<file path="config.mk">
export PLATFORM = sky130hd
export DESIGN_NAME = rv_lsu
export DESIGN_NICKNAME = d
export VERILOG_FILES = /design/src/rtl/rv_pkg.sv /design/src/rtl/rv_lsu_align.sv /design/src/rtl/rv_lsu.sv
export VERILOG_INCLUDE_DIRS = /design/src /design/src/rtl
export SDC_FILE = /design/constraint.sdc
export NUM_CORES = 1
export LEC_CHECK = 0
export ABC_CLOCK_PERIOD_IN_PS = 2000
export CELL_PAD_IN_SITES_DETAIL_PLACEMENT = 1
export CELL_PAD_IN_SITES_GLOBAL_PLACEMENT = 1
export CORE_MARGIN = 2
export CORE_UTILIZATION = 28
export CTS_CLUSTER_SIZE = 20
export DETAILED_ROUTE_END_ITERATION = 8
export PLACE_DENSITY = 0.88
export SLEW_MARGIN = 10
export SYNTH_ARGS = -nofsm -noshare
export SYNTH_HDL_FRONTEND = slang
export SYNTH_SLANG_ARGS = --single-unit
</file>
<file path="constraint.sdc">
create_clock -name clk -period 2 [get_ports clk]
set_input_delay 0.4 -clock clk [delete_from_list [all_inputs] [get_ports clk]]
set_output_delay 0.4 -clock clk [all_outputs]
set_load 0.03 [all_outputs]
</file>
<file path="src/rtl/dff_macros.svh">
// Flop macros shared across the core: enable flop with async active-low clear,
// and enable flop with async active-low reset to an explicit value.
`ifndef DFF_MACROS_SVH
`define DFF_MACROS_SVH

`define DFF_EN(q, d, en, clk, rst_n) \
  always_ff @(posedge clk or negedge rst_n) begin \
    if (!rst_n) q <= '0; \
    else if (en) q <= d; \
  end

`define DFF_RST_N_EN(q, d, en, clk, rst_n, rv) \
  always_ff @(posedge clk or negedge rst_n) begin \
    if (!rst_n) q <= rv; \
    else if (en) q <= d; \
  end

`endif

</file>
<file path="src/rtl/rv_pkg.sv">
// Shared pipeline types for the RV core: memory-op control bundle, writeback
// select, LSU FSM states and the alignment check used by the load/store unit.
package rv_pkg;

  typedef enum logic [1:0] {
    BYTE = 2'd0,
    HALF = 2'd1,
    WORD = 2'd2
  } t_mem_size;

  typedef enum logic [1:0] {
    SEL_WB_ALU  = 2'd0,
    SEL_WB_PC4  = 2'd1,
    SEL_WB_DMEM = 2'd2
  } t_sel_wb;

  typedef enum logic [1:0] {
    IDLE = 2'd0,
    REQ  = 2'd1,
    RSP  = 2'd2
  } t_lsu_state;

  typedef struct packed {
    logic      valid_Q103H;
    logic      mem_rd_Q103H;
    logic      mem_wr_Q103H;
    t_mem_size mem_size_Q103H;
    logic      mem_sign_ext_Q103H;
    t_sel_wb   sel_wb_Q103H;
  } t_mem_ctrl;

  // Halfwords need an even address, words a 4-byte aligned one.
  function automatic logic is_misaligned(input t_mem_size size, input logic [1:0] off);
    logic mis;
    mis = 1'b0;
    case (size)
      HALF:    mis = off[0];
      WORD:    mis = (off != 2'b00);
      default: mis = 1'b0;
    endcase
    return mis;
  endfunction

endpackage

</file>
<file path="src/rtl/rv_lsu_align.sv">
// Byte-lane logic for the LSU: store byte enables and lane replication, plus
// load-lane extraction with optional sign extension.
module rv_lsu_align
  import rv_pkg::*;
(
  input  t_mem_size   size,
  input  logic [1:0]  off,
  input  logic        sign_ext,
  input  logic [31:0] st_data,
  input  logic [31:0] rdata,
  output logic [3:0]  be,
  output logic [31:0] wdata,
  output logic [31:0] ld_data
);

  logic [7:0]  byte_s;
  logic [15:0] half_s;

  // Lane selection for both directions, keyed by access size.
  always_comb begin
    be      = 4'b0000;
    wdata   = 32'h0000_0000;
    ld_data = 32'h0000_0000;
    byte_s  = rdata[{off, 3'b000} +: 8];
    half_s  = rdata[{off[1], 4'b0000} +: 16];
    case (size)
      BYTE: begin
        be      = 4'b0001 << off;
        wdata   = {4{st_data[7:0]}};
        ld_data = {{24{sign_ext & byte_s[7]}}, byte_s};
      end
      HALF: begin
        be      = 4'b0011 << off;
        wdata   = {2{st_data[15:0]}};
        ld_data = {{16{sign_ext & half_s[15]}}, half_s};
      end
      WORD: begin
        be      = 4'b1111;
        wdata   = st_data;
        ld_data = rdata;
      end
      default: begin
        be      = 4'b0000;
        wdata   = 32'h0000_0000;
        ld_data = 32'h0000_0000;
      end
    endcase
  end

endmodule

</file>
<file path="src/rtl/rv_lsu.sv">
// Q103H load/store unit: issues data-memory requests, stalls while one is
// outstanding, and produces the Q103H forwarding and Q104H writeback values.
`include "dff_macros.svh"

module rv_lsu
  import rv_pkg::*;
#(
  parameter bit STORE_WAIT_RSP = 1'b0
) (
  input  logic        clk,
  input  logic        rst,
  input  t_mem_ctrl   ctrl,
  input  logic [31:0] alu_out_Q103H,
  input  logic [31:0] dmem_wr_data_Q103H,
  input  logic [31:0] pc_plus4_Q103H,
  output logic        dmem_req,
  output logic        dmem_we,
  output logic [31:0] dmem_addr,
  output logic [3:0]  dmem_be,
  output logic [31:0] dmem_wdata,
  input  logic        dmem_gnt,
  input  logic        dmem_rvalid,
  input  logic [31:0] dmem_rdata,
  output logic [31:0] wb_data_Q103H,
  output logic [31:0] wb_data_Q104H,
  output logic        lsu_stall_Q103H,
  output logic        misalign_Q103H
);

  t_lsu_state  state_q, state_d;
  logic [31:0] addr_q, addr_d;
  logic        we_q, we_d;
  logic [3:0]  be_q, be_d;
  logic [31:0] wdata_q, wdata_d;
  logic [31:0] wb_q104_q, wb_q104_d;

  logic        mem_op_s, aligned_op_s, latch_en_s, complete_s;
  logic [3:0]  be_s;
  logic [31:0] wdata_s, ld_data_s;

  rv_lsu_align u_align (
    .size     (ctrl.mem_size_Q103H),
    .off      (alu_out_Q103H[1:0]),
    .sign_ext (ctrl.mem_sign_ext_Q103H),
    .st_data  (dmem_wr_data_Q103H),
    .rdata    (dmem_rdata),
    .be       (be_s),
    .wdata    (wdata_s),
    .ld_data  (ld_data_s)
  );

  assign mem_op_s       = ctrl.valid_Q103H & (ctrl.mem_rd_Q103H | ctrl.mem_wr_Q103H);
  assign misalign_Q103H = mem_op_s & is_misaligned(ctrl.mem_size_Q103H, alu_out_Q103H[1:0]);
  assign aligned_op_s   = mem_op_s & ~misalign_Q103H;
  assign latch_en_s     = (state_q == IDLE) & aligned_op_s & ~dmem_gnt;
  assign addr_d         = {alu_out_Q103H[31:2], 2'b00};
  assign we_d           = ctrl.mem_wr_Q103H;
  assign be_d           = be_s;
  assign wdata_d        = wdata_s;

  // State register and request latches for an ungranted first request.
  `DFF_RST_N_EN(state_q, state_d, 1'b1, clk, rst, IDLE)
  `DFF_RST_N_EN(addr_q, addr_d, latch_en_s, clk, rst, 32'h0000_0000)
  `DFF_RST_N_EN(we_q, we_d, latch_en_s, clk, rst, 1'b0)
  `DFF_RST_N_EN(be_q, be_d, latch_en_s, clk, rst, 4'b0000)
  `DFF_RST_N_EN(wdata_q, wdata_d, latch_en_s, clk, rst, 32'h0000_0000)

  // Next-state: a granted store without response wait finishes immediately.
  always_comb begin
    state_d = state_q;
    case (state_q)
      IDLE: begin
        if (!aligned_op_s)                                 state_d = IDLE;
        else if (!dmem_gnt)                                state_d = REQ;
        else if (ctrl.mem_wr_Q103H && !STORE_WAIT_RSP)     state_d = IDLE;
        else                                               state_d = RSP;
      end
      REQ: begin
        if (!dmem_gnt)                                     state_d = REQ;
        else if (we_q && !STORE_WAIT_RSP)                  state_d = IDLE;
        else                                               state_d = RSP;
      end
      RSP: begin
        if (dmem_rvalid) state_d = IDLE;
        else             state_d = RSP;
      end
      default: state_d = IDLE;
    endcase
  end

  // Request outputs and completion; IDLE drives the live Q103H fields.
  always_comb begin
    dmem_req   = 1'b0;
    dmem_we    = we_q;
    dmem_addr  = addr_q;
    dmem_be    = be_q;
    dmem_wdata = wdata_q;
    complete_s = 1'b0;
    case (state_q)
      IDLE: begin
        dmem_req   = aligned_op_s & rst;
        dmem_we    = ctrl.mem_wr_Q103H;
        dmem_addr  = addr_d;
        dmem_be    = be_s;
        dmem_wdata = wdata_s;
        complete_s = aligned_op_s & dmem_gnt & ctrl.mem_wr_Q103H & !STORE_WAIT_RSP;
      end
      REQ: begin
        dmem_req   = rst;
        complete_s = dmem_gnt & we_q & !STORE_WAIT_RSP;
      end
      RSP: begin
        dmem_req   = 1'b0;
        complete_s = dmem_rvalid;
      end
      default: begin
        dmem_req   = 1'b0;
        complete_s = 1'b0;
      end
    endcase
  end

  assign lsu_stall_Q103H = aligned_op_s & ~complete_s;

  // Forwarding value never carries load data; the stall covers load-use.
  always_comb begin
    if (ctrl.sel_wb_Q103H == SEL_WB_PC4) wb_data_Q103H = pc_plus4_Q103H;
    else                                 wb_data_Q103H = alu_out_Q103H;
  end

  always_comb begin
    if (misalign_Q103H)                                      wb_q104_d = 32'h0000_0000;
    else if (mem_op_s && ctrl.sel_wb_Q103H == SEL_WB_DMEM)   wb_q104_d = ld_data_s;
    else                                                     wb_q104_d = wb_data_Q103H;
  end

  // Q104H writeback register advances whenever the stage is not stalled.
  `DFF_EN(wb_q104_q, wb_q104_d, !lsu_stall_Q103H, clk, rst)

  assign wb_data_Q104H = wb_q104_q;

endmodule

</file>
==> metrics.txt, run 1 <==
largest net degree at the start of global routing=around 100; routed wire length=around 47000 um; dpl ws=-0.857 ns; Core ar.=roughly 0.023 sq mm; Worst Setup End Kind=output pin; WP data required=1.60 ns; RSZ-0062 raised after global routing=true; Cells after Synth=732; number of clock sinks=~100; worst skew pair latency=between 0.3 and 0.4 ns; total die area=roughly 0.024 sq mm; routed len/inst=31.0 um; share of cells above drive strength 1=between 60 and 70%; sequential area share after synthesis=39.0%; crit start category=register; CP endpoint=lsu_stall_Q103H; Worst EP arrival=~1.8 ns; vias in the first global route=~9000; die height=156 um; worst-path fanout max=6; CTS buffer count=9; placed cell count=around 1400; Yosys warning total=0; crit path from=state_q[0]; Netlist Area Pre-Place=0.00648 sq mm; setup violators final=approximately 160; FF-to-FF setup slack=-0.11 ns; hold slack=around 0.14 ns; CTS tree=built; post-synth cell types=50; Fmax=roughly 450 MHz; ys flop type=dfrtp_1; # IOs=around 280; clk slew on worst S/H paths=about 0.09 ns; H-tree depth=3; Tmin final=~2.2 ns; root buffer cell=clkbuf_16; Max-cap violations=0; final setup TNS=-19.13 ns; syn avg cell area=between 8 and 9 sq um; Power Total=between 10 and 15 mW; synth top area cells=dfrtp_1 (39%), nand2_1 (14%), mux2_4 (11%); DP Area=0.0107 sq mm; clk_skew=approximately 0.014 ns; Antenna Nets Post-Route=0; Layout Utilization=around 63%; Placer Congestion=roughly 0.84; fin area=~0.014 sq mm; Yosys reg bits=101; GRT Overall Usage=a little under a third; Slew Viols, Final=0; # DRC=0; PortBufs=273; Worst R2R End=addr_q[31]; status=complete, but fails checks; Hold Crit Class=in -> async; Tcrit/Tclk final=112%; GRT overflow=0; initial antenna violation count=4; ys async rst share=100%; pwr dens=947 mW/mm^2; CP Class=reg -> out; HPWL Detailed=~23000 um; first-pass GRT wire length=approximately 55000 um; number of DRC markers in iteration 0=roughly 560; CTS max path bufs=2; Yosys top cell by area=dfrtp_1; Pleak=approximately 6.6 nW; Rel. slew slack=58.8%; Cell Rows=55; reg2reg path depth=5; count leader, synth=nand2_1; post-synth top area share=around two fifths; vias per cell=about 5.7; Reg2Reg Launch Point=state_q[0]; Slew @ Worst Pin=about 0.62 ns; Non-Filler Instances=1507; die width=~160 um; cts hold-fix bufs=0; VDD IR-drop max=501 uV; failing checks=setup timing; Fill cells=2262; final worst slack=-0.234 ns; via count=roughly 8600; layout net count=~1400; Detailed Routing Iterations Pass 1=5; Initial Util=between 20 and 30%; Final Hold Viols=0; top cells by count, synth=nand2_1 (235), dfrtp_1 (101), mux2_4 (47), o21ai_0 (38), clkbuf_1 (33); Post-synth EDFFs=0; P&R area growth vs syn=120%
## cell usage in the layout, fill, tap and decap left out, types with 7 or more instances in the layout
cell / instances
inv_1: 11
a22oi_2: 16
nand2_1: 71
a22o_1: 7
mux2_2: 29
a21oi_2: 9
buf_16: 14
o21ai_1: 9
and3_1: 16
buf_8: 10
a21oi_1: 8
clkdlybuf4s50_1: 160
buf_2: 15
mux2_4: 50
nand3_1: 9
mux2i_4: 8
buf_6: 94
a211oi_1: 15
dfrtp_1: 101
nor2_4: 8
clkbuf_16: 22
o21ai_0: 17
nand2_2: 93
nor2_1: 9
nand2_4: 71
o21ai_4: 18
o221ai_2: 7
o21ai_2: 16
a21oi_4: 11
buf_4: 169
a221oi_2: 11
buf_12: 35
## report_power, final
part           internal (mW)  switching, mW  total, mW
sequential              2.65          0.701       3.35
combinational           3.97           4.41       8.39
clock                  0.847          0.922       1.77
## worst max-delay path, stage by stage, from the launching register on
cell and delay, ns:
dfrtp_1 0.40, or2_4 0.30, buf_12 0.16, buf_6 0.12, o211ai_4 0.23, nor2_4 0.10
buf_8 0.15
## routing by layer
| metal | wire, um | vias to the layer above | global-route usage (%) |
|---|---|---|---|
| met1 | 16200 | 4324 | 32.1 |
| li1 | - | 3522 | - |
| met4 | 3950 | 0 | 16.5 |
| met5 | 0 | - | 0 |
| met2 | 23800 | 542 | 56.4 |
| met3 | 2890 | 235 | 6.67 |
## flip-flops by register name, summed over array words and instances (netlist names)
register / count
addr_q: 30
wb_data_Q104H: 32
be_q: 4
we_q: 1
wdata_q: 32
state_q: 2
## what timing repair did
| action | CTS | global route |
|---|---|---|
| buffers inserted | 45 | 33 |
| gates resized for setup | 430 | 268 |
| cloned | 15 | 18 |
| endpoints found under the setup margin | 202 | 189 |
| pin swaps | 88 | 133 |
## layout make-up
cell class | instances | area [sq um] | share of cell area [%]
antenna | 4 | 10.0 | 0.0701
clock buffer | 10 | 229 | 1.60
clock inverter | 5 | 37.5 | 0.263
inverter | 14 | 58.8 | 0.412
multi-input combinational | 562 | 5340 | 37.4
sequential | 101 | 2530 | 17.7
tap | 285 | 357 | 2.50
timing repair buffer | 526 | 5710 | 40.0
## cell families after synthesis
| kind of cell | after synthesis | share of synthesized area (%) |
|---|---|---|
| other | 1 | 0.0579 |
| flip-flops | 101 | 39.0 |
| AND/OR/NAND/NOR | 304 | 19.7 |
| adder cells (fa/ha/maj) | 5 | 0.966 |
| multiplexers | 89 | 18.0 |
| buffers and inverters | 70 | 5.54 |
| AO/OA/AOI/OAI | 162 | 16.7 |
## how the worst min path moves through the flow
stage / startpoint / to / slack [ns] / cells after the start
after floorplan: rst / addr_q[10] / 0.10 / 0
after CTS: rst / wdata_q[17] / 0.18 / 2
after detailed placement: wb_data_Q104H[28] / wb_data_Q104H[28] / 0.48 / 2
after global routing: rst / wdata_q[18] / 0.18 / 2
final: rst / wdata_q[21] / 0.14 / 2
after global placement: wb_data_Q104H[21] / wb_data_Q104H[21] / 0.46 / 2
(Power assumes the default switching activity.)
==> inputs of run 2 (changes only) <==
CTS_CLUSTER_DIAMETER = 100   (was unset)
==> results of run 2 <==
The final DEF is identical to that of run 1; final timing and power are the same.
